`src/rtl/hazard_forward_unit.sv`:
```
// Pipeline hazard unit: tracks ID/EX, EX/MEM and MEM/WB register tags to steer
// operand forwarding, detect load-use stalls and insert bubbles on taken branches.
module hazard_forward_unit (
  input  logic        clk,
  input  logic        rst,
  input  logic        id_valid,
  input  logic [4:0]  id_rs1,
  input  logic [4:0]  id_rs2,
  input  logic        id_use_rs1,
  input  logic        id_use_rs2,
  input  logic [4:0]  id_rd,
  input  logic        id_regwrite,
  input  logic        id_memread,
  input  logic        ex_branch_taken,
  output logic [1:0]  forward_a_sel,
  output logic [1:0]  forward_b_sel,
  output logic        stall,
  output logic        flush_ifid,
  output logic [15:0] stall_count
);

  logic [4:0]  idexRs1_q, idexRs2_q, idexRd_q;
  logic        idexUseRs1_q, idexUseRs2_q, idexRegwrite_q, idexMemread_q, idexValid_q;
  logic [4:0]  idexRs1_d, idexRs2_d, idexRd_d;
  logic        idexUseRs1_d, idexUseRs2_d, idexRegwrite_d, idexMemread_d, idexValid_d;

  logic [4:0]  exmemRd_q, memwbRd_q;
  logic        exmemRegwrite_q, exmemValid_q, memwbRegwrite_q, memwbValid_q;

  logic [15:0] stallCount_q, stallCount_d;

  logic        exmemCand, memwbCand, loadUse, bubble;

  // A stage only forwards if it really writes a non-x0 register.
  assign exmemCand = exmemValid_q & exmemRegwrite_q & (exmemRd_q != 5'd0);
  assign memwbCand = memwbValid_q & memwbRegwrite_q & (memwbRd_q != 5'd0);

  always_comb begin
    forward_a_sel = 2'b00;
    if (idexUseRs1_q && exmemCand && (exmemRd_q == idexRs1_q))
      forward_a_sel = 2'b10;
    else if (idexUseRs1_q && memwbCand && (memwbRd_q == idexRs1_q))
      forward_a_sel = 2'b01;

    forward_b_sel = 2'b00;
    if (idexUseRs2_q && exmemCand && (exmemRd_q == idexRs2_q))
      forward_b_sel = 2'b10;
    else if (idexUseRs2_q && memwbCand && (memwbRd_q == idexRs2_q))
      forward_b_sel = 2'b01;
  end

  assign loadUse = id_valid & idexValid_q & idexMemread_q & (idexRd_q != 5'd0) &
                   ((id_use_rs1 & (id_rs1 == idexRd_q)) |
                    (id_use_rs2 & (id_rs2 == idexRd_q)));

  // A taken branch already kills the dependent instruction, so it overrides the stall.
  assign bubble     = loadUse | ex_branch_taken;
  assign stall      = loadUse & ~ex_branch_taken;
  assign flush_ifid = ex_branch_taken;

  always_comb begin
    idexRs1_d      = id_rs1;
    idexRs2_d      = id_rs2;
    idexRd_d       = id_rd;
    idexUseRs1_d   = id_use_rs1;
    idexUseRs2_d   = id_use_rs2;
    idexRegwrite_d = id_regwrite;
    idexMemread_d  = id_memread;
    idexValid_d    = id_valid;
    if (bubble) begin
      idexRs1_d      = 5'd0;
      idexRs2_d      = 5'd0;
      idexRd_d       = 5'd0;
      idexUseRs1_d   = 1'b0;
      idexUseRs2_d   = 1'b0;
      idexRegwrite_d = 1'b0;
      idexMemread_d  = 1'b0;
      idexValid_d    = 1'b0;
    end
  end

  assign stallCount_d = (stall && (stallCount_q != 16'hFFFF)) ? stallCount_q + 16'd1
                                                               : stallCount_q;

  always_ff @(posedge clk or posedge rst) begin
    if (rst) begin
      idexRs1_q       <= 5'd0;
      idexRs2_q       <= 5'd0;
      idexRd_q        <= 5'd0;
      idexUseRs1_q    <= 1'b0;
      idexUseRs2_q    <= 1'b0;
      idexRegwrite_q  <= 1'b0;
      idexMemread_q   <= 1'b0;
      idexValid_q     <= 1'b0;
      exmemRd_q       <= 5'd0;
      exmemRegwrite_q <= 1'b0;
      exmemValid_q    <= 1'b0;
      memwbRd_q       <= 5'd0;
      memwbRegwrite_q <= 1'b0;
      memwbValid_q    <= 1'b0;
      stallCount_q    <= 16'd0;
    end else begin
      idexRs1_q       <= idexRs1_d;
      idexRs2_q       <= idexRs2_d;
      idexRd_q        <= idexRd_d;
      idexUseRs1_q    <= idexUseRs1_d;
      idexUseRs2_q    <= idexUseRs2_d;
      idexRegwrite_q  <= idexRegwrite_d;
      idexMemread_q   <= idexMemread_d;
      idexValid_q     <= idexValid_d;
      exmemRd_q       <= idexRd_q;
      exmemRegwrite_q <= idexRegwrite_q;
      exmemValid_q    <= idexValid_q;
      memwbRd_q       <= exmemRd_q;
      memwbRegwrite_q <= exmemRegwrite_q;
      memwbValid_q    <= exmemValid_q;
      stallCount_q    <= stallCount_d;
    end
  end

  assign stall_count = stallCount_q;

endmodule
```
`config.mk`:
```
export PLATFORM = sky130hd
export DESIGN_NAME = hazard_forward_unit
export DESIGN_NICKNAME = d
export VERILOG_FILES = /design/src/rtl/hazard_forward_unit.sv
export SDC_FILE = /design/constraint.sdc
export NUM_CORES = 1
export LEC_CHECK = 0
export BUFFER_PORTS_ARGS = -buffer_cell sky130_fd_sc_hd__buf_4
export CORE_ASPECT_RATIO = 0.8
export CORE_MARGIN = 5
export CORE_UTILIZATION = 54
export CTS_CLUSTER_DIAMETER = 30
export DETAILED_ROUTE_END_ITERATION = 6
export GPL_TIMING_DRIVEN = 0
export PLACE_DENSITY = 0.76
export SYNTH_ARGS = -nofsm -noshare
export SYNTH_HDL_FRONTEND = slang
export SYNTH_SLANG_ARGS = --single-unit
```
`constraint.sdc`:
```
create_clock -name clk -period 2.5 [get_ports clk]
set_clock_uncertainty 0.2 [all_clocks]
set_input_delay 0.5 -clock clk [delete_from_list [all_inputs] [get_ports clk]]
set_output_delay 0.5 -clock clk [all_outputs]
set_load 0.02 [all_outputs]
```
Word-level counts from Yosys, hierarchy flattened
Index checks and enable logic that the tools add are counted.
{"block": "totals", "register_bits": 50, "inputBits": 23, "output_inout_bits": 22}
{"block": "classes", "add_sub_neg": 1, "n_eq_ne": 7, "mux": 12, "bitwise_logic": 14, "n_reduce_logical": 12}
{"operator": "== test 5 bit", "count": 6}
{"operator": "adder 16 x 1 -> 16 bit, second input constant", "count": 1}
{"operator": "inequality test 16 bit, second input constant", "count": 1}
{"operator": "2-to-1 mux 5 bit", "count": 3}
{"operator": "nonzero test 5 bit", "count": 3}
{"operator": "AND 1 bit", "count": 11}
{"operator": "logical AND 1 bit", "count": 9}
{"operator": "2-to-1 mux 1 bit", "count": 7}
{"operator": "2-to-1 mux 2 bit", "count": 2}
{"operator": "bitwise OR 1 bit", "count": 2}
{"operator": "NOT 1 bit", "count": 1}

Longest topological paths before layout
Gate-level depths: netlist of run 1.
{"block": "depth", "ltp_word": 6, "depth_mapped": 6, "mapped_depth_nobuf": 6}

Worst setup path after synthesis of run 1
Ideal clock, no wire load.
{"block": "synth_timing", "kind": "reg2out", "from": "register exmemRd_q[1]", "to": "output port forward_b_sel[0]", "arrival_time_ns": 1.806, "t_required_ns": 1.800, "slack_ns": -0.006, "stages_incl_launch_ff": 5, "path_buffers": 0, "cell_sequence": "dfrtp_1 > or4_1 > o211ai_1 > nor3_1 > nor3_1"}
{"block": "synth_via", "elab_chain_len": 5, "elab_cells_between_ends": 6, "cone_classes": "eq/ne: 1; mux: 1; bitwise: 1; reduce/logical: 3"}
{"element": "from (decl)", "line": "27", "rtl": "logic [4:0] exmemRd_q, memwbRd_q;"}
{"element": "from (signal assigned)", "line": "111", "rtl": "exmemRd_q <= idexRd_q;"}
{"element": "nonzero test 5 bit", "line": "35", "rtl": "assign exmemCand = exmemValid_q & exmemRegwrite_q & (exmemRd_q != 5'd0);"}
{"element": "AND 1 bit", "line": "35"}
{"element": "logical AND 1 bit", "line": "46", "rtl": "if (idexUseRs2_q && exmemCand && (exmemRd_q == idexRs2_q))"}
{"element": "logical AND 1 bit *", "line": "46"}
{"element": "2-to-1 mux 2 bit *", "line": "46"}
{"element": "to (decl)", "line": "16", "rtl": "output logic [1:0] forward_b_sel,"}
Mark *: on every way between the ends. The rest lies on a longest branch, timed or not.

Worst setup path after layout of run 1
{"block": "layout_timing", "from": "register exmemRd_q[2]", "to": "output port forward_b_sel[0]"}
The elaborated chain is that of the path after synthesis.

==> results of run 1 <==
==> sequential cells by signal, summed over array words and instances (netlist names) <==
| register | count |
|---|---|
| idexValid_q | 1 |
| stall_count | 16 |
| idexUseRs2_q | 1 |
| idexUseRs1_q | 1 |
| idexMemread_q | 1 |
| exmemRegwrite_q | 1 |
| memwbValid_q | 1 |
| exmemValid_q | 1 |
| idexRd_q | 5 |
| exmemRd_q | 5 |
| idexRegwrite_q | 1 |
| idexRs2_q | 5 |
| memwbRegwrite_q | 1 |
| idexRs1_q | 5 |
| memwbRd_q | 5 |
==> logic make-up (layout without fill, tap and decap cells) <==
group                    Yosys count  count (layout)
multiplexers                       3               3
adder cells (fa/ha/maj)            1               1
flip-flops                        50              50
AND/OR/NAND/NOR                   80              80
buffers and inverters              8              72
AO/OA/AOI/OAI                      7               7
XOR/XNOR                          43              43
==> per-stage QoR <==
step	instance area, µm²	power [mW]	setup TNS [ps]	utilization
5_1_grt	2950	1.53	-630	0.715
3_5_place_dp	2700	1.02	-45.5	0.654
3_3_place_gp	2680	1.01	-77.2	0.649
6_report	2950	1.46	-445	0.715
2_1_floorplan	2270	0.960	0	-
4_1_cts	2850	1.46	-302	0.690
==> layer usage <==
metal | vias to the layer above | part of all wire
met5 | - | 0
met1 | 789 | 0.46
met4 | 0 | 0.019
met3 | 9 | 0.050
met2 | 39 | 0.47
li1 | 783 | -
==> worst paths after layout <==
path / from / endpoint / slack [ps]
worst max-delay path: exmemRd_q[2] / forward_b_sel[0] / -170
worst min-delay path: idexRegwrite_q / exmemRegwrite_q / 150
worst max register to register: stall_count[0] / stall_count[1] / 230
worst min register to register: idexRegwrite_q / exmemRegwrite_q / 150
max in group asynchronous: rst / exmemRd_q[2] / 1130
min in group asynchronous: rst / stall_count[15] / 470
==> report_power, final <==
part | total [mW] | leakage, nW | internal (mW) | switching, mW
combinational | 0.164 | 0.656 | 0.0905 | 0.0733
sequential | 0.868 | 0.655 | 0.837 | 0.0303
clock | 0.429 | 0.0438 | 0.188 | 0.241
total | 1.46 | 1.36 | 1.12 | 0.345
==> critical path, stage by stage, from the launching register on <==
cell,delay [ps]
dfrtp_2,420
or4_1,510
o211ai_1,270
buf_4,170
nor3_2,50
nor3_2,100
buf_4,160
==> layout make-up <==
| type | instances | share of cell area |
|---|---|---|
| Timing Repair Buffer | 57 | 0.153 |
| Tap cell | 57 | 0.0242 |
| Multi-Input combinational cell | 134 | 0.357 |
| Buffer | 4 | 0.00890 |
| Clock buffer | 5 | 0.0233 |
| Sequential cell | 50 | 0.426 |
| Clock inverter | 2 | 0.00339 |
| Inverter | 4 | 0.00509 |
==> placed cells by master, fill, tap and decap left out, types with 2 or more instances in the layout <==
cell type  synthesis  layout
nand4_1           12      12
nor4_1             3       3
a21oi_1            2       2
o211ai_1           2       2
dfrtp_2            0       5
xnor2_2            0       5
clkbuf_8           0       5
xnor2_1           35      30
nand2_1            9       9
clkinv_2           0       2
xor2_1             8       8
nor2_1             4       4
nor3_2             0       3
clkbuf_1           2       2
buf_6              0       3
and3_1             2       2
mux2_2             2       2
nand3_1           11      11
dfrtp_1           50      45
inv_1              4       3
and2_1            22      21
buf_4              2      54
or4_1              2       2
nor3_1             5       2
==> what timing repair did <==
action                                  CTS  global route
setup buffers                             5             6
gates resized for setup                   5            13
hold buffers                              1             0
endpoints found under the setup margin    4             5
pin swaps                                 6             8
endpoints found under the hold margin     8             0
==> impl_metrics.env, run 1 <==
export IMPL_place_inst=294
export IMPL_stdcell_count=313
export IMPL_synth_top_area_share=0.551
export IMPL_multi_input_area_um2=1050
export IMPL_io_pins=45
export IMPL_met1_usage=0.269
export IMPL_cts_made_buffers=5
export IMPL_maxCapViolCount=0
export IMPL_antenna_found_initial=0
export IMPL_synth_fa_ha_area_frac=0.00551
export IMPL_n_fill_cell=318
export IMPL_setup_violations_final=3
export IMPL_clk_pin_slew_ps=90
export IMPL_cts_buffer_depth=2
export IMPL_grt_max_degree=43
export IMPL_cts_root_buf="clkbuf_8"
export IMPL_synth_edf_count=0
export IMPL_synth_compound_area_frac=0.0347
export IMPL_min_path_cells=0
export IMPL_fin_crit_ps=2670
export IMPL_grt_pass1_vias=1574
export IMPL_fmaxAchievable_mhz=374
export IMPL_async_flop_share=1.00
export IMPL_outcome="finished with violations"
export IMPL_p_per_area_nw_per_um2=495
export IMPL_holdWs_ps=149
export IMPL_clk_latency_ps=300
export IMPL_netlist_area_um2=2270
export IMPL_route_vias_total=1620
export IMPL_die_area_um2=5610
export IMPL_drc=0
export IMPL_worstSetupStartpointType="flop"
export IMPL_reg2reg_depth=6
export IMPL_syn_area_per_cell_um2=11.8
export IMPL_min_path_type="reg2reg"
export IMPL_top_usage_layer="met1"
export IMPL_synth_xor_xnor_area_share=0.166
export IMPL_finalCritPeriodShare=1.07
export IMPL_synth_common_cells="dfrtp_1, xnor2_1, and2_1, nand4_1, nand3_1"
export IMPL_dp_hpwl_um=3380
export IMPL_yosys_area_share_simple=0.209
export IMPL_worst_slack_ps=-172
export IMPL_wl_um=4620
export IMPL_synth_cell_type_count=33
export IMPL_hold_viol=0
export IMPL_grt_setup_unrepaired="true"
export IMPL_syn_inst=192
export IMPL_cp_end_kind="output pin"
export IMPL_num_rows=21
export IMPL_finalNetCount=280
export IMPL_drive_gt1_frac=0.355
export IMPL_seqCellArea_um2=1260
export IMPL_cts_max_level=2
export IMPL_p_leak_nw=1.36
export IMPL_fp_coreArea_um2=4130
export IMPL_die_height_um=68.0
export IMPL_ant_nets=0
export IMPL_ys_seq_area_frac=0.551
export IMPL_critical_path_required_ps=1800
export IMPL_grt_pass1_wl_um=7580
export IMPL_worst_ir_drop_vdd_v=0.000375
export IMPL_critPathMaxFanout=2
export IMPL_gp_congestion=0.824
export IMPL_synth_top_family_by_area="simple AND/OR/NAND/NOR gates"
export IMPL_synth_most_common_cell="dfrtp_1"
export IMPL_synth_warnings=0
export IMPL_dr_first_iter_drc_count=87
export IMPL_synth_flop_cell="dfrtp_1"
export IMPL_antenna_diode_count=0
export IMPL_yosysTopAreaCell="dfrtp_1"
export IMPL_tritoncts="done"
export IMPL_clock_sinks=50
export IMPL_synth_seq_cells=50
export IMPL_muxShareOfSynthArea=0.0165
export IMPL_start_util=0.550
export IMPL_slew_headroom=0.642
export IMPL_via_per_inst=5.18
export IMPL_wl_per_cell_um=14.8
export IMPL_violations="setup timing"
export IMPL_grtUsageTotal=0.186
export IMPL_port_buffers=44
export IMPL_crit_arrival_ps=1970
export IMPL_grt_overflow=0
export IMPL_maxSlewViolCount=0
export IMPL_syn_nets=216
export IMPL_place_ws_ps=-45.5
export IMPL_firstDrtPassIters=4
export IMPL_die_w_um=82.5
export IMPL_tightest_slew_ps=533
export IMPL_met2_usage=0.268
export IMPL_crit_type="reg2out"
export IMPL_gr_usage_met3=0.0421
export IMPL_synthTopCellsByArea="dfrtp_1, xnor2_1, and2_1, nand4_1, xor2_1"
export IMPL_area_delta_synth_final_pct=30.0
(Power assumes the default switching activity.)
==> run 2: changes to the inputs <==
==> constraint.sdc (replaced) <==
create_clock -name clk -period 2.5 [get_ports clk]
set_clock_uncertainty 0.2 [all_clocks]
set_input_delay 0.5 -clock clk [delete_from_list [all_inputs] [get_ports clk]]
set_output_delay 0.5 -clock clk [all_outputs]
set_load 0.05 [all_outputs]
==> run 2 against run 1 <==
The flow still finishes with violations (setup timing). Critical endpoint unchanged. Via count down 1.5%. Non-clock buffer count up 2. Worst setup slack better by 38 ps. Final cell count up 0.96%. Core utilization up 2.2 points. Die area unchanged. Worst hold slack better by 21 ps. Combinational power up 6%. Final area up 3.0%. Global-route usage down 0.60 points. First-iteration DRC count up 15%.
==> impl_metrics.env, run 2 (same netlist as run 1, synthesis figures left out) <==
export IMPL_outcome="finished with violations"
export IMPL_violations="setup timing"
export IMPL_finalCritPeriodShare=1.05
export IMPL_crit_type="reg2out"
export IMPL_die_area_um2=5610
export IMPL_grt_pass1_vias=1616
export IMPL_fin_crit_ps=2630
export IMPL_hold_viol=0
export IMPL_fp_coreArea_um2=4130
export IMPL_finalNetCount=282
export IMPL_gp_congestion=0.767
export IMPL_min_path_type="reg2reg"
export IMPL_layout_common_cells="buf_4, dfrtp_1, xnor2_1, and2_1, nand4_1"
export IMPL_tritoncts="done"
export IMPL_wl_per_cell_um=14.8
export IMPL_crit_arrival_ps=1930
export IMPL_mostFrequentLayoutCell="buf_4"
export IMPL_setup_violations_final=3
export IMPL_grtUsageTotal=0.180
export IMPL_firstDrtPassIters=4
export IMPL_die_height_um=68.0
export IMPL_drive_gt1_frac=0.375
export IMPL_cts_made_buffers=5
export IMPL_cts_root_buf="clkbuf_8"
export IMPL_route_vias_total=1595
export IMPL_maxCapViolCount=0
export IMPL_grt_overflow=0
export IMPL_slew_headroom=0.632
export IMPL_grt_pass1_wl_um=7510
export IMPL_drc=0
export IMPL_dpl_cell_area_um2=2730
export IMPL_dp_hpwl_um=3340
export IMPL_antenna_diode_count=0
export IMPL_wl_um=4670
export IMPL_num_rows=21
export IMPL_critical_path_required_ps=1800
export IMPL_critPathMaxFanout=2
export IMPL_dr_first_iter_drc_count=100
export IMPL_die_w_um=82.5
export IMPL_cts_max_level=2
export IMPL_worstSetupStartpointType="flop"
export IMPL_antenna_found_initial=0
export IMPL_largest_reg_flops=16
export IMPL_tightest_slew_ps=548
export IMPL_r2r_setup_slack_ps=250
export IMPL_worst_ir_drop_vdd_v=0.000386
export IMPL_clock_sinks=50
export IMPL_clk_latency_ps=300
export IMPL_p_total_mw=1.60
export IMPL_cp_end_kind="output pin"
export IMPL_clk_pin_slew_ps=90
export IMPL_fmaxAchievable_mhz=380
export IMPL_area_delta_synth_final_pct=34.0
export IMPL_io_pins=45
export IMPL_via_per_inst=5.05
export IMPL_grt_max_degree=45
export IMPL_p_per_area_nw_per_um2=526
export IMPL_stdcell_area_um2=3040
export IMPL_ant_nets=0
export IMPL_port_buffers=44
export IMPL_grt_setup_unrepaired="true"
export IMPL_cts_buffer_depth=2
export IMPL_worst_slack_ps=-134
export IMPL_maxSlewViolCount=0
export IMPL_start_util=0.550
export IMPL_p_leak_nw=1.39
[run 2: changes by cell type in the layout (fill, tap and decap cells not counted), sizes merged]
cell | before | now
clkbuf | 7 | 8
buf | 58 | 60
bufinv | 0 | 1
clkinv | 2 | 1
[run 2: worst paths after layout]
kind	to	startpoint	depth (start not counted)
worst max-delay path	forward_b_sel[0]	exmemRd_q[1]	5
worst min-delay path	exmemRegwrite_q	idexRegwrite_q	0
worst max register to register	stall_count[1]	stall_count[0]	6
worst min register to register	exmemRegwrite_q	idexRegwrite_q	0
max in group asynchronous	idexRd_q[3]	rst	4
min in group asynchronous	memwbRd_q[2]	rst	3
[run 2: stage by stage]
| step | setup slack, ps | setup TNS [ps] | hold slack (ps) | instances | util |
|---|---|---|---|---|---|
| after detailed placement | -174 | -174 | 141 | 294 | 0.661 |
| after floorplan | -18.7 | -37.4 | 131 | 192 | - |
| after global routing | -252 | -793 | 184 | 316 | 0.737 |
| after CTS | -161 | -431 | 170 | 307 | 0.703 |
| after global placement | -171 | -425 | 134 | 293 | 0.656 |
| final | -134 | -372 | 170 | 316 | 0.737 |
[run 2: repair_timing]
action                                 in CTS  in global routing
gates resized for setup                     5                 15
gates cloned                                0                  0
buffers inserted                            4                  9
pin swaps                                   4                 10
hold buffers                                1                  0
endpoints found under the hold margin       6                  0
setup endpoints to repair                   5                  5
[run 2: per-layer routing]
layer | share of wire | GRT usage
met1 | 0.49 | 0.257
met2 | 0.45 | 0.272
met3 | 0.055 | 0.0474
met4 | 0.0058 | 0.0456
met5 | 0 | 0
[run 2: power by group]
group / switching, mW / internal [mW] / total [mW]
Combinational: 0.0795 / 0.0945 / 0.174
Sequential: 0.0294 / 0.837 / 0.867
Clock: 0.257 / 0.300 / 0.557
[run 2: final cells by class]
class | instances | area (µm²)
sequential | 50 | 1260
fill | 297 | 1080
multi-input combinational | 134 | 1080
timing repair buffer | 59 | 477
clock buffer | 6 | 72.6
tap | 57 | 71.3
clock inverter | 2 | 38.8
buffer | 4 | 26.3
inverter | 4 | 15.0
[run 2: worst max-delay path, stage by stage, from the launching register on]
cell      delay [ps]
dfrtp_1          390
or4_4            530
o211ai_1         290
nor3_2           120
nor3_4           130
buf_6            180
==> run 3: changes to the inputs <==
GPL_TIMING_DRIVEN = not set   (was 0)
==> run 3 against run 2 <==
The run still ends with setup timing left. Worst setup slack better by 30 ps. Critical path depth grew 1. Worst hold slack got worse by 11 ps. Wire length decreased by 0.45%. Count of clock-buffer cells in the layout shrank 1. Largest power group unchanged. Sequential power about the same. Die area did not move. Register-to-register slack better by 20 ps. Clock power is 2% lower. Critical path type unchanged. Maximum frequency increased by 1.1%.
==> impl_metrics.env, run 3 (same netlist as run 1, synthesis figures left out) <==
export IMPL_outcome="finished with violations"
export IMPL_violations="setup timing"
export IMPL_crit_type="reg2out"
export IMPL_hold_viol=0
export IMPL_finalNetCount=274
export IMPL_ant_nets=0
export IMPL_fmaxAchievable_mhz=384
export IMPL_die_height_um=68.0
export IMPL_start_util=0.550
export IMPL_clk_pin_slew_ps=90
export IMPL_worstSetupStartpointType="flop"
export IMPL_cts_root_buf="clkbuf_8"
export IMPL_via_per_inst=5.23
export IMPL_finalCritPeriodShare=1.04
export IMPL_stdcell_count=308
export IMPL_crit_arrival_ps=1900
export IMPL_grt_pass1_wl_um=7560
export IMPL_p_per_area_nw_per_um2=537
export IMPL_cts_max_level=2
export IMPL_route_vias_total=1610
export IMPL_io_pins=45
export IMPL_cts_made_buffers=5
export IMPL_grt_pass1_vias=1588
export IMPL_fin_crit_ps=2600
export IMPL_grt_overflow=0
export IMPL_firstDrtPassIters=4
export IMPL_fp_coreArea_um2=4130
export IMPL_critical_path_required_ps=1800
export IMPL_multi_input_area_um2=1040
export IMPL_dr_first_iter_drc_count=114
export IMPL_slew_headroom=0.338
export IMPL_antenna_diode_count=0
export IMPL_largest_reg_flops=16
export IMPL_tritoncts="done"
export IMPL_port_buffers=44
export IMPL_tightest_slew_ps=993
export IMPL_setup_violations_final=4
export IMPL_antenna_found_initial=0
export IMPL_p_leak_nw=1.34
export IMPL_drive_gt1_frac=0.335
export IMPL_cp_end_kind="output pin"
export IMPL_place_inst=294
export IMPL_seqCellArea_um2=1250
export IMPL_maxSlewViolCount=0
export IMPL_wl_um=4650
export IMPL_critPathMaxFanout=2
export IMPL_die_w_um=82.5
export IMPL_clk_latency_ps=300
export IMPL_place_ws_ps=149
export IMPL_final_util=0.708
export IMPL_gp_congestion=0.766
export IMPL_min_path_type="in2async"
export IMPL_n_fill_cell=309
export IMPL_grt_setup_unrepaired="true"
export IMPL_grtUsageTotal=0.179
export IMPL_wl_per_cell_um=15.1
export IMPL_worst_slack_ps=-105
export IMPL_clock_sinks=50
export IMPL_drc=0
export IMPL_maxCapViolCount=0
export IMPL_layout_common_cells="buf_4, dfrtp_1, xnor2_1, and2_1, nand4_1"
export IMPL_cts_buffer_depth=2
export IMPL_worst_ir_drop_vdd_v=0.000421
export IMPL_mostFrequentLayoutCell="buf_4"
export IMPL_grt_max_degree=51
export IMPL_die_area_um2=5610
export IMPL_area_delta_synth_final_pct=28.6
export IMPL_dp_hpwl_um=3320
export IMPL_num_rows=21
==> run 3: cell types whose count changed in the layout (fill, tap and decap cells not counted), sizes merged <==
| cell | delta |
|---|---|
| clkbuf | -3 |
| dlygate4sd3 | -1 |
| clkinv | +1 |
| buf | -5 |
==> run 3: worst max-delay path, cell delays in order, from the launching register on <==
cell and delay [ps]:
dfrtp_1 380, or4_4 530, o211ai_1 190, buf_4 160, nor3_2 60, nor3_4 110, buf_6 180
==> run 3: per-layer routing <==
metal  part of all wire  routed length, µm  vias up  track usage
met4             0.0056                 26        0       0.0311
met3              0.057                264        4       0.0487
met1               0.46               2130      795        0.252
li1                   -                  -      768            -
met2               0.48               2230       43        0.282
met5                  0                  0        -            0
==> run 3: through the flow <==
step / TNS, ps / hold WS [ps] / total power [mW] / area, µm²
final: -362 / 159 / 1.57 / 2920
after global placement: 0 / 133 / 1.02 / 2720
after global routing: -721 / 186 / 1.63 / 2920
after CTS: -338 / 165 / 1.57 / 2860
after floorplan: -37.4 / 131 / 0.966 / 2300
after detailed placement: 0 / 139 / 1.03 / 2720
==> run 3: report_power, final <==
group	total, mW	switching, mW	internal [mW]
registers	0.866	0.0296	0.837
clock network	0.547	0.253	0.294
logic	0.155	0.0751	0.0799
==> run 3: final cells by class <==
| type | instances | share of cell area |
|---|---|---|
| Clock buffer | 5 | 0.0236 |
| Clock inverter | 3 | 0.0137 |
| Inverter | 4 | 0.00514 |
| Multi-Input combinational cell | 134 | 0.356 |
| Sequential cell | 50 | 0.429 |
| Tap cell | 57 | 0.0244 |
| Timing Repair Buffer | 55 | 0.148 |
==> run 3: what timing repair did <==
item	CTS	global route
endpoints found under the hold margin	0	0
setup endpoints to repair	4	4
hold buffers	0	0
buffers inserted	3	5
pin swaps	1	6
resized for setup	2	7
==> run 3: worst paths after layout <==
kind                                start               end  slack, ps  cells past startpoint
min                                   rst    stall_count[3]        160                      3
max in group asynchronous             rst    stall_count[0]       1510                      3
min reg2reg                idexRegwrite_q   exmemRegwrite_q        160                      0
max reg2reg                stall_count[0]    stall_count[1]        270                      6
min in group clk           idexRegwrite_q   exmemRegwrite_q        160                      0
max                          exmemRd_q[1]  forward_b_sel[0]       -100                      6
